### config.mk
export PLATFORM = sky130hd
export DESIGN_NAME = eq_gain_sequencer
export DESIGN_NICKNAME = d
export VERILOG_FILES = /design/src/rtl/eq_seq_pkg.sv /design/src/rtl/eq_gain_shadow.sv /design/src/rtl/eq_gain_sequencer.sv
export SDC_FILE = /design/constraint.sdc
export NUM_CORES = 1
export LEC_CHECK = 0
export ABC_AREA = 1
export BUFFER_PORTS_ARGS = -buffer_cell sky130_fd_sc_hd__buf_2
export CAP_MARGIN = 20
export CORE_MARGIN = 2
export CORE_UTILIZATION = 45
export DETAILED_ROUTE_END_ITERATION = 8
export GPL_TIMING_DRIVEN = 0
export PLACE_DENSITY = 0.7
export SLEW_MARGIN = 10
export SYNTH_ARGS = -nofsm -noshare
export SYNTH_HDL_FRONTEND = slang
export SYNTH_SLANG_ARGS = --single-unit
export TNS_END_PERCENT = 50
### constraint.sdc
create_clock -name ACLK -period 4.27 [get_ports ACLK]
set_input_delay 0.2135 -clock ACLK [delete_from_list [all_inputs] [get_ports ACLK]]
set_output_delay 0.2135 -clock ACLK [all_outputs]
set_load 0.02 [all_outputs]
### src/rtl/eq_seq_pkg.sv
// Shared definitions for the equalizer gain sequencer.
//   - Register map of the equalizer block as seen on the simple bus.
//   - FSM state encoding used by eq_gain_sequencer.
//   - Band packing helpers. Eight signed 8-bit gains are packed four per
//     32-bit word. Bands 0..3 go to GAIN_A and bands 4..7 go to GAIN_B.
package eq_seq_pkg;

    localparam int unsigned REG_STATUS = 32'h0;
    localparam int unsigned REG_GAIN_A = 32'h4;
    localparam int unsigned REG_GAIN_B = 32'h8;

    localparam int NUM_BANDS  = 8;
    localparam int GAIN_WIDTH = 8;
    localparam int WORD_WIDTH = 32;

    typedef enum logic [1:0] {
        ST_IDLE,
        ST_WRITE,
        ST_VERIFY,
        ST_POLL
    } seq_state_t;

    // Word that holds a band: 0 = GAIN_A, 1 = GAIN_B.
    function automatic logic band_word(input logic [2:0] band);
        return band[2];
    endfunction

    // Lowest bit of the band's 8-bit slice inside its word.
    function automatic logic [4:0] band_lsb(input logic [2:0] band);
        return {band[1:0], 3'b000};
    endfunction

    // Bus address of a gain word.
    function automatic int unsigned word_addr(input logic word);
        return word ? REG_GAIN_B : REG_GAIN_A;
    endfunction

endpackage

### src/rtl/eq_gain_shadow.sv
// Shadow copy of the eight equalizer band gains, with one dirty bit per
// packed bus word.
//   clk, reset           clock and synchronous active-high reset
//   upd_valid/band/value gain update. The band slice is written on the next edge.
//   dirty_clr            words the sequencer has just snapshotted
//   dirty_set            words the sequencer must resend (after a timeout)
//   words                the two packed 32-bit gain words, combinational
//   dirty                pending-write flags, one per word
// A set (from an update or from dirty_set) beats a clear in the same cycle.
// This keeps a change that arrives while its word is being snapshotted from
// being lost.
module eq_gain_shadow
    import eq_seq_pkg::*;
(
    input  logic                       clk,
    input  logic                       reset,
    input  logic                       upd_valid,
    input  logic [2:0]                 upd_band,
    input  logic [GAIN_WIDTH-1:0]      upd_value,
    input  logic [1:0]                 dirty_clr,
    input  logic [1:0]                 dirty_set,
    output logic [1:0][WORD_WIDTH-1:0] words,
    output logic [1:0]                 dirty
);

    logic [GAIN_WIDTH-1:0] gains [NUM_BANDS];
    logic [1:0]            upd_mask;

    // NOTE: every variable driven here gets a default first, so no path
    // leaves it unassigned and no latch is inferred.
    always_comb begin
        upd_mask = '0;
        if (upd_valid) begin
            upd_mask[band_word(upd_band)] = 1'b1;
        end
    end

    always_comb begin
        words = '0;
        for (int b = 0; b < NUM_BANDS; b++) begin
            words[band_word(3'(b))][band_lsb(3'(b)) +: GAIN_WIDTH] = gains[b];
        end
    end

    // NOTE: the gain array is reset on purpose. Both words are pushed to the
    // equalizer straight after reset, so their contents must be defined zeros.
    // State is updated with non-blocking assignments, so every reader sees
    // the values from before this edge.
    always_ff @(posedge clk) begin
        if (reset) begin
            for (int b = 0; b < NUM_BANDS; b++) begin
                gains[b] <= '0;
            end
            dirty <= 2'b11;
        end else begin
            if (upd_valid) begin
                gains[upd_band] <= upd_value;
            end
            dirty <= (dirty & ~dirty_clr) | dirty_set | upd_mask;
        end
    end

endmodule

### src/rtl/eq_gain_sequencer.sv
// Bus master that keeps the equalizer gain registers in step with a local
// shadow. It also polls the equalizer status register.
//   ACLK, ARESET                  clock and synchronous active-high reset
//   gainValid/gainBand/gainValue  gain update. It is always accepted (gainReady=1).
//   clearErr                      clears the sticky applyErr/timeoutErr
//   applyErr                      readback still differed after MAX_RETRY rewrites
//   timeoutErr                    a bus transaction saw no done within TIMEOUT_CYCLES
//   statusWord                    last value read from the status register
//   busy                          sequencer active or a word still pending
//   wrAddr/wrData/wr, wrDone      simple-bus write request and completion
//   rdAddr/rd, rdData/rdDone      simple-bus read request and completion
// All bus outputs are registered. A strobe stays high with stable address and
// data until its done pulse is sampled, and it drops on that same edge.
module eq_gain_sequencer
    import eq_seq_pkg::*;
#(
    parameter int ADDR_WIDTH     = 6,
    parameter int DATA_WIDTH     = 32,
    parameter int POLL_CYCLES    = 48000,
    parameter int VERIFY         = 1,
    parameter int MAX_RETRY      = 2,
    parameter int TIMEOUT_CYCLES = 256
) (
    input  logic                  ACLK,
    input  logic                  ARESET,
    input  logic                  gainValid,
    input  logic [2:0]            gainBand,
    input  logic [7:0]            gainValue,
    output logic                  gainReady,
    input  logic                  clearErr,
    output logic                  applyErr,
    output logic                  timeoutErr,
    output logic [DATA_WIDTH-1:0] statusWord,
    output logic                  busy,
    output logic [ADDR_WIDTH-1:0] wrAddr,
    output logic [DATA_WIDTH-1:0] wrData,
    output logic                  wr,
    input  logic                  wrDone,
    output logic [ADDR_WIDTH-1:0] rdAddr,
    output logic                  rd,
    input  logic [DATA_WIDTH-1:0] rdData,
    input  logic                  rdDone
);

    localparam int TW = (TIMEOUT_CYCLES > 1) ? $clog2(TIMEOUT_CYCLES) : 1;
    localparam int RW = (MAX_RETRY > 0) ? $clog2(MAX_RETRY + 1) : 1;
    localparam int PW = (POLL_CYCLES > 1) ? $clog2(POLL_CYCLES) : 1;

    localparam logic [TW-1:0] TMO_LAST    = TW'(TIMEOUT_CYCLES - 1);
    localparam logic [RW-1:0] RETRY_MAX   = RW'(MAX_RETRY);
    localparam logic [PW-1:0] POLL_RELOAD = PW'(POLL_CYCLES - 1);

    seq_state_t                 state;
    logic                       cur_word;
    logic                       pick_word;
    logic [RW-1:0]              retry;
    logic [TW-1:0]              tmo_cnt;
    logic [PW-1:0]              poll_cnt;
    logic                       poll_due;
    logic [1:0]                 dirty;
    logic [1:0]                 dirty_clr;
    logic [1:0]                 dirty_set;
    logic [1:0][WORD_WIDTH-1:0] words;
    logic                       tmo_hit;
    logic                       verify_ok;
    logic                       may_retry;

    assign gainReady = 1'b1;
    // GAIN_A wins when both words are pending.
    assign pick_word = ~dirty[0];
    assign tmo_hit   = (tmo_cnt == TMO_LAST);
    // wrData still holds the snapshot that was written, so it is the reference.
    assign verify_ok = (rdData == wrData);
    assign may_retry = (retry < RETRY_MAX);

    eq_gain_shadow u_shadow (
        .clk       (ACLK),
        .reset     (ARESET),
        .upd_valid (gainValid & gainReady),
        .upd_band  (gainBand),
        .upd_value (gainValue),
        .dirty_clr (dirty_clr),
        .dirty_set (dirty_set),
        .words     (words),
        .dirty     (dirty)
    );

    // A dirty bit is cleared at the edge where its word is snapshotted into
    // wrData. It is set again if the transaction times out, so the word is resent.
    always_comb begin
        dirty_clr = '0;
        dirty_set = '0;
        case (state)
            ST_IDLE: begin
                if (dirty != 2'b00) dirty_clr[pick_word] = 1'b1;
            end
            ST_WRITE: begin
                if (!wrDone && tmo_hit) dirty_set[cur_word] = 1'b1;
            end
            ST_VERIFY: begin
                if (rdDone && !verify_ok && may_retry) dirty_clr[cur_word] = 1'b1;
                if (!rdDone && tmo_hit) dirty_set[cur_word] = 1'b1;
            end
            default: ;
        endcase
    end

    always_ff @(posedge ACLK) begin
        if (ARESET) begin
            state      <= ST_IDLE;
            cur_word   <= 1'b0;
            retry      <= '0;
            tmo_cnt    <= '0;
            poll_cnt   <= POLL_RELOAD;
            poll_due   <= 1'b0;
            wr         <= 1'b0;
            wrAddr     <= '0;
            wrData     <= '0;
            rd         <= 1'b0;
            rdAddr     <= '0;
            applyErr   <= 1'b0;
            timeoutErr <= 1'b0;
            statusWord <= '0;
            busy       <= 1'b0;
        end else begin
            busy <= (state != ST_IDLE) || (dirty != 2'b00);

            // Error sets further down override this clear.
            if (clearErr) begin
                applyErr   <= 1'b0;
                timeoutErr <= 1'b0;
            end

            case (state)
                ST_IDLE: begin
                    tmo_cnt <= '0;
                    if (dirty != 2'b00) begin
                        cur_word <= pick_word;
                        wrAddr   <= ADDR_WIDTH'(word_addr(pick_word));
                        wrData   <= DATA_WIDTH'(words[pick_word]);
                        wr       <= 1'b1;
                        retry    <= '0;
                        state    <= ST_WRITE;
                    end else if (poll_due) begin
                        rdAddr <= ADDR_WIDTH'(REG_STATUS);
                        rd     <= 1'b1;
                        state  <= ST_POLL;
                    end
                end

                ST_WRITE: begin
                    if (wrDone) begin
                        wr      <= 1'b0;
                        tmo_cnt <= '0;
                        if (VERIFY != 0) begin
                            rdAddr <= wrAddr;
                            rd     <= 1'b1;
                            state  <= ST_VERIFY;
                        end else begin
                            state <= ST_IDLE;
                        end
                    end else if (tmo_hit) begin
                        wr         <= 1'b0;
                        timeoutErr <= 1'b1;
                        state      <= ST_IDLE;
                    end else begin
                        tmo_cnt <= tmo_cnt + TW'(1);
                    end
                end

                ST_VERIFY: begin
                    if (rdDone) begin
                        rd      <= 1'b0;
                        tmo_cnt <= '0;
                        if (verify_ok) begin
                            state <= ST_IDLE;
                        end else if (may_retry) begin
                            // Rewrite with a fresh snapshot, so the retry also
                            // picks up any update made since the last write.
                            retry  <= retry + RW'(1);
                            wrData <= DATA_WIDTH'(words[cur_word]);
                            wr     <= 1'b1;
                            state  <= ST_WRITE;
                        end else begin
                            applyErr <= 1'b1;
                            state    <= ST_IDLE;
                        end
                    end else if (tmo_hit) begin
                        rd         <= 1'b0;
                        timeoutErr <= 1'b1;
                        state      <= ST_IDLE;
                    end else begin
                        tmo_cnt <= tmo_cnt + TW'(1);
                    end
                end

                ST_POLL: begin
                    if (rdDone) begin
                        rd         <= 1'b0;
                        statusWord <= rdData;
                        poll_due   <= 1'b0;
                        state      <= ST_IDLE;
                    end else if (tmo_hit) begin
                        // poll_due stays set, so the poll is retried from IDLE.
                        rd         <= 1'b0;
                        timeoutErr <= 1'b1;
                        state      <= ST_IDLE;
                    end else begin
                        tmo_cnt <= tmo_cnt + TW'(1);
                    end
                end

                default: state <= ST_IDLE;
            endcase

            // The poll timer runs freely. It comes after the FSM so that a new
            // poll request wins over the clear from a poll that is completing.
            if (POLL_CYCLES != 0) begin
                if (poll_cnt == '0) begin
                    poll_cnt <= POLL_RELOAD;
                    poll_due <= 1'b1;
                end else begin
                    poll_cnt <= poll_cnt - PW'(1);
                end
            end
        end
    end

endmodule

==> results of run 1 <==
## report_power, final
group	internal (mW)	switching, mW	leakage (nW)
combinational	0.228	0.370	2.22
sequential	1.76	0.0656	1.46
clock	1.09	0.619	0.306
## worst max-delay path, stage by stage (launching register included)
cell and delay (ns):
dfxtp_1 0.43, inv_1 0.12, ha_1 0.21, buf_4 0.17
o21ai_2 0.26, buf_2 0.31, mux2_2 0.39, nor2_1 0.17
nor2_1 0.07
## final cells by class
class	count	area, um^2
Clock buffer	17	425
Buffer	41	238
Inverter	78	293
Fill cell	1523	7350
Tap cell	220	275
Multi-Input combinational cell	598	3040
Sequential cell	168	4000
Timing Repair Buffer	120	601
Clock inverter	15	231
## cells by family (layout without fill, tap and decap cells)
kind of cell / Yosys count / count (layout) / share of synthesized area [%]
simple gates: 409 / 409 / 22.8
compound gates: 115 / 115 / 8.08
other cells: 2 / 9 / 0.0994
xor+xnor: 25 / 25 / 2.90
mux: 32 / 32 / 4.77
buf+inv: 119 / 271 / 7.02
flops: 168 / 168 / 53.0
fa+ha+maj: 8 / 8 / 1.33
## flip-flops by register name (all words and copies together), names as in the netlist, 2 cells and up
name and cells:
u_shadow.gains 64, statusWord 32, wrData 32, poll_cnt 16, tmo_cnt 8, rdAddr 2
retry 2, state 2, u_shadow.dirty 2
## per-layer routing
layer  vias up  global-route usage (%)  wire, um
met3        25                    5.21      1090
li1       3150                       -         -
met5         -                       0         0
met4         0                    8.45       440
met1      2845                    28.0      8510
met2       174                    33.5      8280
## worst paths after layout
kind | startpoint | to | slack (ns) | depth (start not counted)
min reg2reg | poll_cnt[0]$_SDFF_PP1_ | poll_cnt[0]$_SDFF_PP1_ | 0.41 | 1
max | state[0]$_SDFFE_PP0P_ | wrData[13]$_SDFFE_PP0P_ | 2.04 | 8
max reg2reg | state[0]$_SDFFE_PP0P_ | wrData[13]$_SDFFE_PP0P_ | 2.04 | 8
min | gainValid | u_shadow.dirty[1]$_SDFF_PP1_ | 0.04 | 3
## layout by cell type (no fill, tap or decap), types with 19 or more instances in the layout
cell type,n
clkbuf_1,19
nand3_1,24
o21ai_0,51
mux2_2,27
dfxtp_1,104
nand2_1,166
xnor2_1,22
buf_2,124
edfxtp_1,64
nand4_1,28
nor2_1,170
a21oi_1,54
inv_1,72
## metrics by stage
stage	worst slack (ns)	total power, mW
6_report	2.04	4.13
5_1_grt	1.85	4.27
4_1_cts	2.03	4.14
3_5_place_dp	1.92	2.45
3_3_place_gp	1.90	2.45
2_1_floorplan	2.42	2.26
==> results.cfg, run 1 <==
[clocking]
clkSinkCount = 168
cts-htree-levels = 4
numCtsBuffers = 17
clk_pin_slew_ns = 0.06
cts_tree = built
cts_setup_buffers = 0
cts_resized = 0
cts_root_buffer = clkbuf_16
clk_path_buf_depth = 2
clk_latency_ns = 0.42
cts_hold_buf = 0

[setup_path]
cp.required_ns = 4.59
worstSetupStartpointType = register
worst-setup-path-type = register to register
cp.arrival_ns = 2.55
end_kind = register
cp_max_fo = 10

[power_and_ir_drop]
power_density_nw_per_um2 = 453
p_leak_nw = 3.99
vdd_ir_drop_max_v = 0.000315

[drt]
drtPass1Iterations = 7
via_count = 6194
routed_via_density = 4.93
post_drt_wl_per_cell_um = 14.6
antenna_left = 0
drt_iter0_markers = 419
wl_um = 18300
route.detailed.drc = 0

[place]
gp_congestion = 0.877
placed_cell_area_um2 = 8450
dpl.hpwl_um = 13500
dp.cells = 1225
port_buffers = 120

[yosys]
yosysMostFrequentCell = nor2_1
synthDistinctLibCells = 40
yosys_register_bits = 168
synth_top_cells_by_area = dfxtp_1, edfxtp_1, nor2_1
yosysTopAreaCell = dfxtp_1
syn_inst = 878
synth_area_um2 = 7550
synth_area_per_cell_um2 = 8.60
async_reset_ff_share_pct = 0
yosysSeqAreaShare_pct = 53.0
yosys_warnings = 0
synthTopCellsByCount = nor2_1, nand2_1, dfxtp_1, inv_1, edfxtp_1
synth_edf_count = 64
synth_top_area_share_pct = 27.6
dominantRegCellSynth = dfxtp_1

[floorplanning]
die_y_um = 134
die-area_um2 = 17800
rows = 47
initial_utilization_pct = 45.9
die_w_um = 134
coreArea_um2 = 16500
design.portCount = 131

[timing]
slew_viol_final = 0
finalSetupTns_ns = 0
timing.fmax_ghz = 0.448
timing.hold.ws_ns = 0.0427
tightest_slew_ns = 0.647
setup_viol = 0
period_needed_ns = 2.23
clock_skew_ns = 0.00540
rsz0062_at_grt = false
period_share_pct = 52.3
hold_violations = 0
slew_headroom_pct = 56.9

[layout]
antenna_cells = 0
final_area_um2 = 9110
area_growth_pct = 20.6
drive_gt1_share_pct = 21.2
postLayoutCoreUtil_pct = 55.3
stdcell_count = 1257
final_nets = 1081

[global_route]
grt_max_degree = 17
grt_pass1_vias = 5754
track_usage_pct = 21.2
antenna_found_initial = 1
gr-total-overflow = 0
grt_pass1_wl_um = 29300

[min_path]
hp-class = primary input to register

[run]
maxCapViolCount = 0

[run_status]
status = complete, no violations
Note: power is estimated with default switching activity, not from simulation.
==> run 2: changes to the inputs <==
Settings changed: PLACE_DENSITY 0.7 to 0.73.
Clock period 4.27 ns to 1.9 ns, I/O delays scaled along.
==> results.cfg, run 2 (same netlist as run 1, synthesis figures left out) <==
[floorplanning]
design.portCount = 131
die-area_um2 = 17800
die_y_um = 134
coreArea_um2 = 16500
initial_utilization_pct = 45.9
die_w_um = 134
rows = 47

[clocking]
cts_root_buffer = clkbuf_16
clk_latency_ns = 0.44
clk_pin_slew_ns = 0.07
cts_tree = built
clkSinkCount = 168
clk_path_buf_depth = 2
cts-htree-levels = 4
numCtsBuffers = 17

[min_path]
hp-start = ARESET
hp-class = primary input to register

[global_route]
grt_pass1_wl_um = 30500
gr-total-overflow = 0
grt_pass1_vias = 6054
grt_max_degree = 17
track_usage_pct = 22.0
antenna_found_initial = 0

[layout]
area.sequential_um2 = 4020
drive_gt1_share_pct = 25.2
fill_cells = 1399
area_growth_pct = 29.7
top_register = u_shadow.gains
largest_reg_flops = 64
postLayoutCoreUtil_pct = 59.5
multi_input_area_um2 = 3160
antenna_cells = 0
stdcell_count = 1309
final_nets = 1133
layout_common_cells = nor2_1, nand2_1, buf_2, dfxtp_1, inv_1
reg_top3 = u_shadow.gains x64, statusWord x32, wrData x32

[drt]
via_count = 6619
routed_via_density = 5.06
wl_um = 19800
drtPass1Iterations = 5
wl_met2_um = 9420
dr_wl_met3_um = 1320
antenna_left = 0
met1_length_um = 8540
route.detailed.drc = 0
top_layer = met4
post_drt_wl_per_cell_um = 15.1
drt_iter0_markers = 566

[timing]
timing.hold.ws_ns = 0.101
slew_headroom_pct = 59.5
rsz0062_at_grt = true
period_share_pct = 95.2
clock_skew_ns = 0.00773
setup_viol = 0
tightest_slew_ns = 0.608
hold_violations = 0
timing.fmax_ghz = 0.553
slew_viol_final = 0
period_needed_ns = 1.81

[setup_path]
r2r-start = state[1]$_SDFFE_PP0P_
startpoint = state[1]$_SDFFE_PP0P_
cpPeakStageDelay_ns = 0.37
path_cells = inv_1 -> ha_2 -> inv_1 -> nor2_4 -> inv_1 -> nand2_1 -> o21ai_1 -> a21oi_2 -> nand2_1 -> a21oi_1
cpMostUsedCell = inv_1
cp.required_ns = 2.26
worstSetupStartpointType = register
cpLargestDelayFamily = compound AO/OA/AOI/OAI gates
worst-setup-path-type = register to register
crit_buf_inv = 3
end_kind = register
crit_path_top_delay_cell = dfxtp_4
cp_max_fo = 5
cp.arrival_ns = 2.17

[power_and_ir_drop]
p_int_mw = 7.13
vdd_ir_drop_max_v = 0.000696
switching_share_pct = 25.7
power.share.clock_pct = 41.0
combPwrFrac_pct = 16.2
power_density_nw_per_um2 = 981
p_leak_nw = 4.31
pwr-share-seq_pct = 42.8
p_switching_mw = 2.47

[place]
dp.cells = 1225
gp_congestion = 0.890
port_buffers = 120
dpl.hpwl_um = 13700

[run]
maxCapViolCount = 0

[run_status]
status = complete, no violations
run 2: cell count changes in the layout (fill, tap and decap cells not counted), moves of 5 or more:
cell	before	now
buf_4	12	22
clkbuf_1	19	14
dfxtp_1	104	96
dfxtp_2	0	6
dlygate4sd3_1	0	35
nor2_1	170	162
nor2_2	4	9
run 2: final timing paths:
path         depth (start not counted)                       to  slack [ns]
max                                 10  tmo_cnt[2]$_SDFFE_PP0N_        0.09
min                                  2      applyErr$_SDFF_PP0_        0.10
max reg2reg                         10  tmo_cnt[2]$_SDFFE_PP0N_        0.09
min reg2reg                          1   poll_cnt[0]$_SDFF_PP1_        0.41
run 2: what timing repair did:
action / 4_1_cts / 5_1_grt
hold buffers: 35 / 0
setup buffers: 9 / 6
gates resized for setup: 24 / 34
setup endpoints to repair: 50 / 132
gates cloned: 3 / 0
hold endpoints to repair: 36 / 0
pin swaps: 2 / 7
run 2: cell type report:
cell class              count  share of cell area [%]
multi-input cells         598                    32.2
plain buffers              40                    2.65
well taps                 220                    2.81
inverters                  78                    3.04
clock buffers              20                    5.00
flip-flops and latches    168                    41.0
clock inverters            12                    1.96
repair buffers            173                    11.3
run 2: per-stage QoR:
stage	setup TNS (ns)	worst slack, ns	instance area [um^2]	total power, mW
3_5_place_dp	-30.48	-0.358	8450	5.51
2_1_floorplan	0	0.0494	7580	5.07
5_1_grt	-0.665	-0.0718	9790	9.91
3_3_place_gp	-28.28	-0.340	8450	5.49
6_report	0	0.0909	9790	9.60
4_1_cts	-0.0127	-0.0126	9670	9.55
run 2: routing by layer:
metal | track usage [%] | vias up
li1 | - | 3256
met1 | 28.3 | 3063
met2 | 36.4 | 259
met3 | 4.79 | 41
met4 | 8.57 | 0
met5 | 0 | -
run 2: power groups by stage:
stage	clock network (mW)	logic (mW)	registers [mW]
finish	3.94	1.56	4.11
global route	4.08	1.69	4.13
CTS	3.94	1.51	4.10
floorplan	0	0.793	4.28
detailed placement	0	1.33	4.18
global placement	0	1.32	4.17
